File: src/rtl/shreg_pkg.sv
// Shared definitions for the universal shift register: operation codes and FSM states.
// Mode codes not listed here decode as HOLD in the datapath.
package shreg_pkg;

  localparam int MODE_W = 3;

  localparam logic [MODE_W-1:0] HOLD = 3'd0;
  localparam logic [MODE_W-1:0] LOAD = 3'd1;
  localparam logic [MODE_W-1:0] SHL  = 3'd2;
  localparam logic [MODE_W-1:0] SHR  = 3'd3;
  localparam logic [MODE_W-1:0] ASR  = 3'd4;
  localparam logic [MODE_W-1:0] ROTL = 3'd5;
  localparam logic [MODE_W-1:0] ROTR = 3'd6;

  typedef enum logic [1:0] {
    IDLE  = 2'd0,
    SHIFT = 2'd1,
    DONE  = 2'd2
  } state_t;

endpackage

File: src/rtl/shift_amount_counter.sv
// Remaining-shift counter: loads the requested amount, decrements once per shift.
// Latency: load/decrement visible one edge later; is_one is combinational from the count.
module shift_amount_counter #(
  parameter int CNT_W = 4
) (
  input  logic             Clk,
  input  logic             reset,
  input  logic             load,
  input  logic             dec,
  input  logic [CNT_W-1:0] amount,
  output logic             is_one
);

  logic [CNT_W-1:0] count;

  always_ff @(posedge Clk) begin
    if (reset) begin
      count <= '0;
    end else if (load) begin
      count <= amount;
    end else if (dec && (count != '0)) begin
      count <= count - 1'b1;
    end
  end

  assign is_one = (count == CNT_W'(1));

endmodule

File: src/rtl/universal_shift_register_seq.sv
// Universal shift register, one bit per clock; rotate ops exist only with USR_ROTATE_EN.
// Latency: LOAD/HOLD done one cycle after start, N shifts done N+1 cycles after start.
// Backpressure: start is accepted only in IDLE; starts while busy or done are dropped.
module universal_shift_register_seq
  import shreg_pkg::*;
#(
  parameter int WIDTH = 8,
  parameter int CNT_W = $clog2(WIDTH + 1)
) (
  input  logic              Clk,
  input  logic              reset,
  input  logic              start,
  input  logic [MODE_W-1:0] mode,
  input  logic [CNT_W-1:0]  amount,
  input  logic [WIDTH-1:0]  D,
  input  logic              sin,
  output logic [WIDTH-1:0]  Q,
  output logic              sout,
  output logic              busy,
  output logic              done
);

  state_t            state_q, state_d;
  logic [MODE_W-1:0] mode_q;
  logic              shift_op;
  logic              cnt_load, cnt_dec, cnt_is_one;

  // Only modes that really move bits enter SHIFT; everything else behaves as HOLD.
  always_comb begin
    shift_op = 1'b0;
    case (mode)
      SHL, SHR, ASR: shift_op = 1'b1;
`ifdef USR_ROTATE_EN
      ROTL, ROTR:    shift_op = 1'b1;
`endif
      default:       shift_op = 1'b0;
    endcase
  end

  always_ff @(posedge Clk) begin
    if (reset) begin
      state_q <= IDLE;
    end else begin
      state_q <= state_d;
    end
  end

  always_comb begin
    state_d  = state_q;
    cnt_load = 1'b0;
    cnt_dec  = 1'b0;
    case (state_q)
      IDLE: begin
        if (start) begin
          if (shift_op && (amount != '0)) begin
            state_d  = SHIFT;
            cnt_load = 1'b1;
          end else begin
            state_d = DONE;
          end
        end
      end
      SHIFT: begin
        cnt_dec = 1'b1;
        if (cnt_is_one) begin
          state_d = DONE;
        end
      end
      DONE:    state_d = IDLE;
      default: state_d = IDLE;
    endcase
  end

  shift_amount_counter #(
    .CNT_W (CNT_W)
  ) u_cnt (
    .Clk    (Clk),
    .reset  (reset),
    .load   (cnt_load),
    .dec    (cnt_dec),
    .amount (amount),
    .is_one (cnt_is_one)
  );

  always_ff @(posedge Clk) begin
    if (reset) begin
      mode_q <= HOLD;
    end else if ((state_q == IDLE) && start) begin
      mode_q <= mode;
    end
  end

  // sin stays live during SHIFT; only the operation itself is latched.
  always_ff @(posedge Clk) begin
    if (reset) begin
      Q    <= '0;
      sout <= 1'b0;
    end else if ((state_q == IDLE) && start && (mode == LOAD)) begin
      Q <= D;
    end else if (state_q == SHIFT) begin
      case (mode_q)
        SHL: begin
          Q    <= {Q[WIDTH-2:0], sin};
          sout <= Q[WIDTH-1];
        end
        SHR: begin
          Q    <= {sin, Q[WIDTH-1:1]};
          sout <= Q[0];
        end
        ASR: begin
          Q    <= {Q[WIDTH-1], Q[WIDTH-1:1]};
          sout <= Q[0];
        end
`ifdef USR_ROTATE_EN
        ROTL: begin
          Q    <= {Q[WIDTH-2:0], Q[WIDTH-1]};
          sout <= Q[WIDTH-1];
        end
        ROTR: begin
          Q    <= {Q[0], Q[WIDTH-1:1]};
          sout <= Q[0];
        end
`endif
        default: ;
      endcase
    end
  end

  assign busy = (state_q == SHIFT);
  assign done = (state_q == DONE);

endmodule

File: config.mk
export PLATFORM = sky130hd
export DESIGN_NAME = universal_shift_register_seq
export DESIGN_NICKNAME = d
export VERILOG_FILES = /design/src/rtl/shreg_pkg.sv /design/src/rtl/shift_amount_counter.sv /design/src/rtl/universal_shift_register_seq.sv
export SDC_FILE = /design/constraint.sdc
export NUM_CORES = 1
export LEC_CHECK = 0
export BUFFER_PORTS_ARGS = -buffer_cell sky130_fd_sc_hd__buf_2
export CORE_MARGIN = 2
export CORE_UTILIZATION = 50
export CTS_CLUSTER_DIAMETER = 60
export DETAILED_ROUTE_END_ITERATION = 6
export PLACE_DENSITY = 0.75
export REMOVE_ABC_BUFFERS = 1
export SLEW_MARGIN = 10
export SYNTH_ARGS = -nofsm -noshare
export SYNTH_HDL_FRONTEND = slang
export SYNTH_SLANG_ARGS = --single-unit
export TNS_END_PERCENT = 100
File: constraint.sdc
create_clock -name Clk -period 1.7 [get_ports Clk]
set_input_delay 0.34 -clock Clk [delete_from_list [all_inputs] [get_ports Clk]]
set_output_delay 0.34 -clock Clk [all_outputs]
set_load 0.05 [all_outputs]
== Word level (Yosys, flattened, before mapping) ==
Index checks and enable logic that the tools add are counted.
Word-level totals
  output and inout bits: 11
  flip-flop bits (word level): 18
Operators by class
  bitwise operators: 1
  reduce and logical (&&, ||, !) cells: 18
  mux-type cells: 15
  $add $sub $neg: 1
  equal/unequal tests: 13
Operators by type and width (number)
  8-bit case mux with 3 select lines: 1
  8-bit 2-to-1 mux: 2
  3-bit by 2-bit equality test with 1-bit output, second input constant: 4
  4-bit nonzero test: 3
  4-bit 2-to-1 mux: 2
  3-bit equality test, second input constant: 2
  2-bit 2-to-1 mux: 3
  3-bit AND reduction: 2
  2-bit nonzero test: 3
  1-bit 2-to-1 mux: 5
  4-bit by 1-bit equality test with 1-bit output, second input constant: 1
  1-bit logical AND: 4
  2-bit != test, second input constant: 2
  2-bit case mux with 2 select lines: 1
  2-bit AND reduction: 2
  4-bit by 1-bit subtractor with 4-bit output, second input constant: 1
  3-bit by 1-bit equality test with 1-bit output, second input constant: 1
  3-bit nonzero test: 1
  3-bit OR reduction: 1
  2-bit by 1-bit equality test with 1-bit output, second input constant: 1
  2-bit equality test, second input constant: 1
  2-bit logical NOT: 1
  2-bit by 1-bit != test with 1-bit output, second input constant: 1
  1-bit case mux with 2 select lines: 1
  2 further kinds: 2

== Depth between registers and ports, before layout ==
Gate-level depths: netlist of run 1.
  depth after elaboration: 8
  mapped depth: 6
  depth with buffers taken out: 6

== By module ==
A second synthesis of run 1 with hierarchy kept.
Second synthesis, totals
  cells, all modules: 126
  area total of the unflattened synthesis: 1141.1 µm²
By module, submodules not included
  universal_shift_register_seq: instances 1, area an instance 854.6 µm², cells an instance 93
  shift_amount_counter: instances 1, area an instance 286.5 µm², cells an instance 33

== Least setup slack after synthesis of run 1 ==
OpenSTA, ideal clock, no wires.
  kind: reg-to-reg
  from: register state_q[1]
  to: register Q[0]
  clock period less this slack: 1.737 ns
  stages on the path, launching flop included: 6
  arrival: 1.604 ns
  setup time: 0.133 ns
  path slack: -0.037 ns
  buffers on the path: 0
  data required time: 1.567 ns
  path through: dfxtp_1 nand2b_2 clkinv_1 o21ai_2 nand2b_4 o221ai_1
Between the ends
  elaborated cells on any way between the ends: 8
RTL lines
  from (decl): line universal_shift_register_seq.sv:23  | state_t state_q, state_d;
  from (signal assigned): line universal_shift_register_seq.sv:44  | state_q <= state_d;
  2-bit by 1-bit equality test with 1-bit output
  named net busy: line universal_shift_register_seq.sv:19  | output logic busy,
  2-bit nonzero test (no source line)
  2-bit AND reduction (no source line)
  to (signal assigned): line universal_shift_register_seq.sv:103  | Q <= {Q[WIDTH-2:0], sin};
  to (signal assigned): line universal_shift_register_seq.sv:107  | Q <= {sin, Q[WIDTH-1:1]};
  to (signal assigned): line universal_shift_register_seq.sv:111  | Q <= {Q[WIDTH-1], Q[WIDTH-1:1]};
  to (decl): line universal_shift_register_seq.sv:17  | output logic [WIDTH-1:0] Q,
The timed path passes the listed nets, and every way through them passes these cells.
A chain may end at the register's enable or synchronous reset.

== Worst setup path in the final report of run 1 ==
  from: register state_q[1]
  to: output busy
Between the ends
  word-level cells in the longest chain between the ends: 1
RTL lines
  2-bit by 1-bit equality test with 1-bit output: line universal_shift_register_seq.sv:129  | assign busy = (state_q == SHIFT);
  to (decl): line universal_shift_register_seq.sv:19
Every way passes these cells.

==> impl_metrics.tcl, run 1 <==
set metrics [dict create \
    crit_required_ps 1360 \
    final_core_util_pct 63.8 \
    worst_pin_slew_ps 542 \
    finalCritPeriodShare_pct 92.0 \
    antenna_found_initial 0 \
    synth_area_per_cell_um2 8.86 \
    ir_drop_mv 0.563 \
    placed_area_um2 1200 \
    seq_area_frac_synth_pct 35.7 \
    grt_pass1_wl_mm 4.13 \
    synth_top_area_share_pct 35.7 \
    die_width_um 48.9 \
    crit_path_start_kind "flip-flop" \
    timing.final.crit_period_ps 1560 \
    path_class "flip-flop to primary output" \
    grt_pass1_vias 993 \
    power.static_leakage_uw 0.000552 \
    synth_common_cells "dfxtp_1 (18), inv_1 (11), mux2i_1 (11), nand3_1 (9)" \
    hold-worst-slack_ps 291 \
    rsz0062_at_grt "no" \
    cts_tree "done" \
    layout-drive-gt1-share_pct 30.4 \
    crit_chain "nand2b_2, clkinv_1, buf_2" \
    cap_viol_max_count 0 \
    start_util_pct 52.0 \
    placedCellCount 171 \
    path_max_fanout 4 \
    grt_overflow 0 \
    synth_edf_count 0 \
    async_flop_share_pct 0 \
    dp_hpwl_mm 1.86 \
    clkSinkCount 18 \
    end_kind "primary output" \
    syn_to_final_growth_pct 22.7 \
    reg2reg_slack_ps 200 \
    syn-cell-area_um2 1010 \
    hold_violations 0 \
    hp-class "input pin to flip-flop" \
    io_buffers 29 \
    cts_hold_buffers 0 \
    fp.dieH_um 48.9 \
    ios 30 \
    place_ws_ps 118 \
    synth.most_common_cell "dfxtp_1" \
    min_path_cells 3 \
    cts_setup_buffers 0 \
    fin_cells 175 \
    cts-htree-levels 1 \
    wirelength_mm 2.38 \
    clk_path_buf_depth 2 \
    synth_largest_area_cell "dfxtp_1" \
    relSlewSlack_pct 63.8 \
    setup_viol_count_final 0 \
    drc_errors 0 \
    clk_latency_ps 300 \
    ys_seq_elements 18 \
    root_buffer "clkbuf_4" \
    grtUsageTotal_pct 21.6 \
    critPathSlowestCell "dfxtp_1" \
    drt_iter0_markers 10 \
    cts_buffers 3 \
    worstReg2RegStart "mode_q[0]" \
    timing.rr.end "Q[0]" \
    fin_ws_ps 135 \
    design_area_um2 1240 \
    outcome "complete, no violations" \
    drt-wirelength-per-cell_um 13.6 \
    post_cts_resized 0 \
    hold_end "Q[7]" \
    synth_ff_type "dfxtp_1" \
    syn_inst 114 \
    synth_area_leaders "dfxtp_1 (36%), mux2i_1 (11%), o221ai_1 (6.9%), nand3_1 (4.5%), inv_1 (4.1%)" \
    diodes 0 \
    skew_ps 3.53 \
    synthesis.yosys.warnings 0 \
    core-area_um2 1940 \
    clk_pin_slew_ps 110 \
    ys_types 36 \
    num_rows 16 \
    hold_start "D[7]" \
    rr_worst_depth 4 \
    grt_start_max_net_pins 13 \
    max_freq_mhz 639 \
    final_nets 170 \
    fp.dieArea_um2 2400 \
    arrival_ps 1220 \
    first_pass_iters 4 \
    drv_slew 0 \
    ant_nets 0 \
    max_stage_delay_ps 410 \
    vias_per_cell 5.63 \
    power_per_cell_area_nw_per_um2 769 \
    routed-via-count 986 \
    place_congestion 0.855 \
]
layout make-up:
type,instances,area [um2]
fillers,193,703
repair buffers,32,168
flip-flops and latches,18,360
well taps,27,33.8
clock buffers,4,36.3
multi-input cells,82,596
inverters,12,45.0
registers in the layout, indices dropped and copies added (netlist names):
register     count
sout             1
mode_q           3
state_q          2
Q                8
u_cnt.count      4
worst max-delay path, delay by kind of cell (launching register included):
| family | cells | cell delay (ps) |
|---|---|---|
| AND/OR/NAND/NOR | 1 | 170 |
| buffers and inverters | 2 | 340 |
| flip-flops | 1 | 410 |
logic make-up after synthesis:
kind of cell,count (synthesis),share of synthesized area (%)
buffers and inverters,14,5.33
AOI/OAI and AO/OA,26,20.0
and+or+nand+nor,42,24.8
xor gates and xnor gates,1,0.868
DFF,18,35.7
adders and majority gates,2,2.48
muxes,11,10.9
layer usage:
layer	track usage, %	vias to the layer above	routed length (um)
met2	40.0	33	1230
met1	25.1	462	1000
met3	5.52	2	128
met5	0	-	0
li1	-	489	-
met4	4.29	0	15
through the flow:
step                      setup TNS, ps  power (uW)
final                                 0         953
after global routing                  0        1000
after CTS                             0         963
after detailed placement              0         693
after global placement                0         688
after floorplan                    -260         621
how the worst max path moves through the flow:
stage | start | end | slack [ps] | cells after the start
after floorplan | state_q[1] | Q[0] | -40 | 5
after global placement | amount[0] | u_cnt.count[1] | 200 | 5
after detailed placement | amount[0] | u_cnt.count[2] | 120 | 5
after CTS | state_q[1] | busy | 110 | 3
after global routing | state_q[1] | busy | 50 | 3
final | state_q[1] | busy | 140 | 3
cell usage in the layout, fill, tap and decap left out, types with 3 or more instances in the layout:
| master | synthesis | layout |
|---|---|---|
| buf_2 | 1 | 29 |
| dfxtp_1 | 18 | 18 |
| inv_1 | 11 | 11 |
| mux2i_1 | 11 | 11 |
| nand3_1 | 9 | 9 |
| nor2_1 | 8 | 8 |
| o221ai_1 | 8 | 8 |
| a21oi_1 | 7 | 7 |
| nand2_1 | 7 | 7 |
| nor2b_1 | 3 | 3 |
| nor3b_1 | 3 | 3 |
| clkbuf_4 | 0 | 3 |
| buf_4 | 0 | 3 |
power by group:
group	total, uW	internal (uW)	switching (uW)
clock	269	131	138
combinational	214	89.5	125
sequential	470	444	26.0
Note: power is estimated with default switching activity, not from simulation.
==> run 2: changes to the inputs <==
--- a/config.mk
+++ b/config.mk
@@ -7,8 +7,9 @@
 export LEC_CHECK = 0
+export ABC_AREA = 1
 export BUFFER_PORTS_ARGS = -buffer_cell sky130_fd_sc_hd__buf_2
 export CORE_MARGIN = 2
-export CORE_UTILIZATION = 50
+export CORE_UTILIZATION = 51
 export CTS_CLUSTER_DIAMETER = 60
 export DETAILED_ROUTE_END_ITERATION = 6
-export PLACE_DENSITY = 0.75
+export PLACE_DENSITY = 0.74
 export REMOVE_ABC_BUFFERS = 1
==> constraint.sdc (replaced) <==
create_clock -name Clk -period 1.6 [get_ports Clk]
set_input_delay 0.16 -clock Clk [delete_from_list [all_inputs] [get_ports Clk]]
set_output_delay 0.16 -clock Clk [all_outputs]
set_load 0.05 [all_outputs]
==> run 2 against run 1 <==
Core utilization fell by 3.2 points; non-clock buffer count fell by 3; combinational power is 79% higher; cell count grew 31%; wire length is 5.9% higher; worst hold slack got worse by 180 ps; die area grew 11%; highest routed layer unchanged.
==> impl_metrics.tcl, run 2 <==
set metrics [dict create \
    outcome "complete, no violations" \
    cts_setup_buffers 0 \
    ir_drop_mv 0.493 \
    synth_top_area_share_pct 31.3 \
    start_util_pct 53.0 \
    hold_violations 0 \
    synthesis.yosys.warnings 0 \
    fp.dieH_um 51.5 \
    async_flop_share_pct 0 \
    first_pass_iters 4 \
    clk_pin_slew_ps 100 \
    hold_start "reset" \
    ys_types 23 \
    hold-worst-slack_ps 116 \
    end_kind "flip-flop" \
    crit_path_start_kind "flip-flop" \
    post_cts_resized 0 \
    hp-class "input pin to flip-flop" \
    power_per_cell_area_nw_per_um2 863 \
    ys_seq_elements 18 \
    antenna_found_initial 0 \
    cts-htree-levels 1 \
    power.static_leakage_uw 0.000611 \
    routed-via-count 1147 \
    skew_ps 1.70 \
    synth_largest_area_cell "dfxtp_1" \
    synth_common_cells "nand2_1 (40), nor2_1 (28), dfxtp_1 (18), a21oi_1 (15), inv_1 (14)" \
    path_max_fanout 6 \
    finalCritPeriodShare_pct 90.0 \
    synth_ff_type "dfxtp_1" \
    setup-tns-final_ps 0 \
    synth_edf_count 0 \
    drv_slew 0 \
    die_width_um 51.5 \
    synth_area_leaders "dfxtp_1 (31%), nand2_1 (13%), nor2_1 (9.1%), a21oi_1 (6.5%), nand3_1 (5.7%)" \
    placed_area_um2 1290 \
    diodes 0 \
    num_rows 17 \
    final_core_util_pct 60.6 \
    ant_nets 0 \
    max_freq_mhz 694 \
    layout_commonest_cell "nand2_1" \
    dp_hpwl_mm 1.94 \
    drc_errors 0 \
    grt_pass1_vias 1055 \
    cap_viol_max_count 0 \
    largestRegisters "Q x8, u_cnt.count x4, mode_q x3" \
    path_class "flip-flop to flip-flop" \
    fp.dieArea_um2 2650 \
    rsz0062_at_grt "no" \
    synth_area_per_cell_um2 6.61 \
    finalPower_uw 1130 \
    n_fill_cell 228 \
    drt-wirelength-per-cell_um 11.0 \
    clkSinkCount 18 \
    wirelength_mm 2.52 \
    worstReg2RegStart "u_cnt.count[0]" \
    clk_path_buf_depth 2 \
    grt_pass1_wl_mm 4.24 \
    grt_overflow 0 \
    place_congestion 0.755 \
    cts_hold_buffers 0 \
    setup_viol_count_final 0 \
    ios 30 \
    synth.most_common_cell "nand2_1" \
    arrival_ps 1670 \
    syn-cell-area_um2 1150 \
    root_buffer "clkbuf_4" \
    crit_required_ps 1830 \
    layout-drive-gt1-share_pct 24.8 \
    timing.final.crit_period_ps 1440 \
    syn_inst 174 \
    seq_area_frac_synth_pct 31.3 \
    relSlewSlack_pct 76.4 \
    core-area_um2 2170 \
    syn_to_final_growth_pct 14.4 \
    largest_reg_flops 8 \
    final_nets 225 \
    layout_common_cells "nand2_1 (40), buf_2 (29), nor2_1 (28)" \
    io_buffers 29 \
    crit_path_start "u_cnt.count[0]" \
    cts_tree "done" \
    regMostFlops "Q" \
    cts_buffers 3 \
    vias_per_cell 4.99 \
    design_area_um2 1320 \
    grt_start_max_net_pins 16 \
    clk_latency_ps 290 \
    worst_pin_slew_ps 353 \
    drt_iter0_markers 27 \
    grtUsageTotal_pct 21.0 \
]
## run 2: cell types whose count changed in the layout (fill, tap and decap cells not counted), sizes merged, moves of 6 or more
cell | before | now
inv | 11 | 17
a21oi | 7 | 15
nor2 | 8 | 31
mux2i | 11 | 0
o21ai | 2 | 18
o221ai | 8 | 0
nand2 | 7 | 47
## run 2: metal layers
layer / up-vias / share of wire, % / GRT usage [%]
li1: 616 / - / -
met1: 511 / 47 / 27.5
met2: 18 / 50 / 34.2
met3: 2 / 3.1 / 3.51
met4: 0 / 0.67 / 8.33
met5: - / 0 / 0
## run 2: per-stage QoR
step | setup slack (ps) | std cells
3_3_place_gp | 343 | 227
6_report | 159 | 230
2_1_floorplan | 336 | 170
3_5_place_dp | 197 | 227
4_1_cts | 172 | 230
5_1_grt | 110 | 230
## run 2: critical path: stages (launching register included)
cell	delay (ps)
dfxtp_1	390
inv_1	90
ha_1	230
nand3_1	120
nand2_2	110
or2_0	220
nand2_1	70
nand2_1	50
a21oi_1	110
## run 2: where the power goes
part | internal [uW] | switching (uW)
combinational | 125 | 259
sequential | 488 | 34.9
clock | 87.5 | 140
## run 2: logic make-up (layout without fill, tap and decap cells)
group,Yosys count,count (layout),share of synthesized area (%)
DFF,18,18,31.3
buffers and inverters,22,50,9.25
and+or+nand+nor,96,96,40.3
xor gates and xnor gates,3,3,2.29
adders and majority gates,2,2,2.18
AOI/OAI and AO/OA,33,33,14.7
## run 2: path summary, 6_finish.rpt
| check | endpoint | slack, ps | cells past startpoint |
|---|---|---|---|
| min | state_q[0] | 120 | 2 |
| max reg2reg | u_cnt.count[1] | 160 | 8 |
| max | u_cnt.count[1] | 160 | 8 |
| min reg2reg | u_cnt.count[1] | 490 | 2 |
## run 2: area by class of cell
type / instances / area, um2 / share of cell area (%)
multi-input cells: 134 / 683 / 52.0
flip-flops and latches: 18 / 360 / 27.4
repair buffers: 29 / 145 / 11.0
inverters: 18 / 68.8 / 5.23
well taps: 28 / 35.0 / 2.66
clock buffers: 3 / 22.5 / 1.71
==> run 3: changes to the inputs <==
clock period = 1.4 ns   (was 1.6 ns; I/O delays follow)
==> run 3 against run 2 <==
Final area increased by 2.0%; die area unchanged; via count increased by 0.35%.
==> impl_metrics.tcl, run 3 (synthesis results as in run 2) <==
set metrics [dict create \
    outcome "complete, no violations" \
    grt_start_max_net_pins 16 \
    grt_pass1_vias 1058 \
    clk_pin_slew_ps 100 \
    place_congestion 0.755 \
    syn_to_final_growth_pct 16.6 \
    cap_viol_max_count 0 \
    fp.dieH_um 51.5 \
    crit_required_ps 1630 \
    power_per_cell_area_nw_per_um2 979 \
    cts_hold_buffers 0 \
    place_ws_ps -3.15 \
    grt_pass1_wl_mm 4.26 \
    vias_per_cell 4.96 \
    routed-via-count 1151 \
    placed_area_um2 1290 \
    largest_reg_flops 8 \
    crit_path_start_kind "flip-flop" \
    wl_met1_mm 1.20 \
    clkSinkCount 18 \
    drt-wirelength-per-cell_um 11.2 \
    hp-class "input pin to flip-flop" \
    grt_overflow 0 \
    final_core_util_pct 61.8 \
    hold_end "u_cnt.count[1]" \
    layout_commonest_cell "nand2_1" \
    drv_slew 0 \
    top_layer_used "met4" \
    relSlewSlack_pct 75.0 \
    timing.rr.end "u_cnt.count[1]" \
    worstReg2RegStart "u_cnt.count[0]" \
    dp_hpwl_mm 1.94 \
    min_path_cells 2 \
    path_class "flip-flop to flip-flop" \
    num_rows 17 \
    largestRegisters "Q x8, u_cnt.count x4, mode_q x3" \
    cts_buffers 3 \
    drc_errors 0 \
    cts_tree "done" \
    finalPower_uw 1310 \
    worst_pin_slew_ps 375 \
    antenna_found_initial 0 \
    arrival_ps 1580 \
    finalCritPeriodShare_pct 97.0 \
    design_area_um2 1340 \
    layout-drive-gt1-share_pct 27.9 \
    max_freq_mhz 737 \
    wl_met2_mm 1.28 \
    fp.dieArea_um2 2650 \
    diodes 0 \
    core-area_um2 2170 \
    wl_met3_um 88 \
    reg2reg_slack_ps 40 \
    hold-worst-slack_ps 85.9 \
    die_width_um 51.5 \
    end_kind "flip-flop" \
    hold_start "reset" \
    final_nets 227 \
    path_max_fanout 5 \
    io_buffers 29 \
    regMostFlops "Q" \
    cts-htree-levels 1 \
    root_buffer "clkbuf_4" \
    ios 30 \
    clk_latency_ps 290 \
    ant_nets 0 \
    rr_worst_depth 8 \
    clk_path_buf_depth 2 \
    grtUsageTotal_pct 21.1 \
    wirelength_mm 2.59 \
    power.static_leakage_uw 0.000620 \
    timing.final.crit_period_ps 1360 \
    setup_viol_count_final 0 \
    start_util_pct 53.0 \
    drt_iter0_markers 21 \
    layout_common_cells "nand2_1 (40), buf_2 (29), nor2_1 (28)" \
    ir_drop_mv 0.570 \
    skew_ps 1.64 \
    fin_ws_ps 42.5 \
    first_pass_iters 4 \
    hold_violations 0 \
]
-- run 3: what timing repair did --
action	4_1_cts	5_1_grt
gates cloned	0	0
pin swaps	0	1
hold endpoints to repair	0	0
endpoints found under the setup margin	1	6
setup buffers	0	2
resized for setup	1	6
-- run 3: metal layers --
| layer | vias up | GRT usage (%) |
|---|---|---|
| li1 | 620 | - |
| met1 | 512 | 27.5 |
| met2 | 17 | 34.6 |
| met3 | 2 | 3.51 |
| met4 | 0 | 8.33 |
| met5 | - | 0 |
-- run 3: area by class of cell --
class                   instances  area (um2)
fillers                       227         828
inverters                      18        68.8
repair buffers                 31         160
multi-input cells             134         691
well taps                      28        35.0
clock buffers                   3        22.5
flip-flops and latches         18         364
-- run 3: through the flow --
stage,instances,TNS [ps]
detailed placement,227,-3.15
global placement,227,0
finish,232,0
global route,232,-9.69
floorplan,170,0
CTS,230,0
-- run 3: report_power, final --
group	total, uW	internal [uW]	switching (uW)
registers	600	560	39.3
logic	455	152	302
clock network	259	99.9	159
total	1310	813	501
-- run 3: critical path: stages (launching register included) --
cell,delay [ps]
dfxtp_2,360
inv_1,70
ha_2,200
nand3_1,100
nand2_2,100
or2_0,220
nand2_1,80
nand2_1,50
a21oi_1,110
-- run 3: worst max-delay path by stage --
stage / endpoint / start / slack (ps)
finish: u_cnt.count[1] / u_cnt.count[0] / 40
global route: u_cnt.count[1] / u_cnt.count[0] / -10
CTS: u_cnt.count[1] / u_cnt.count[0] / 20
detailed placement: u_cnt.count[1] / u_cnt.count[0] / -3
global placement: u_cnt.count[1] / u_cnt.count[0] / 140
floorplan: u_cnt.count[1] / state_q[1] / 140
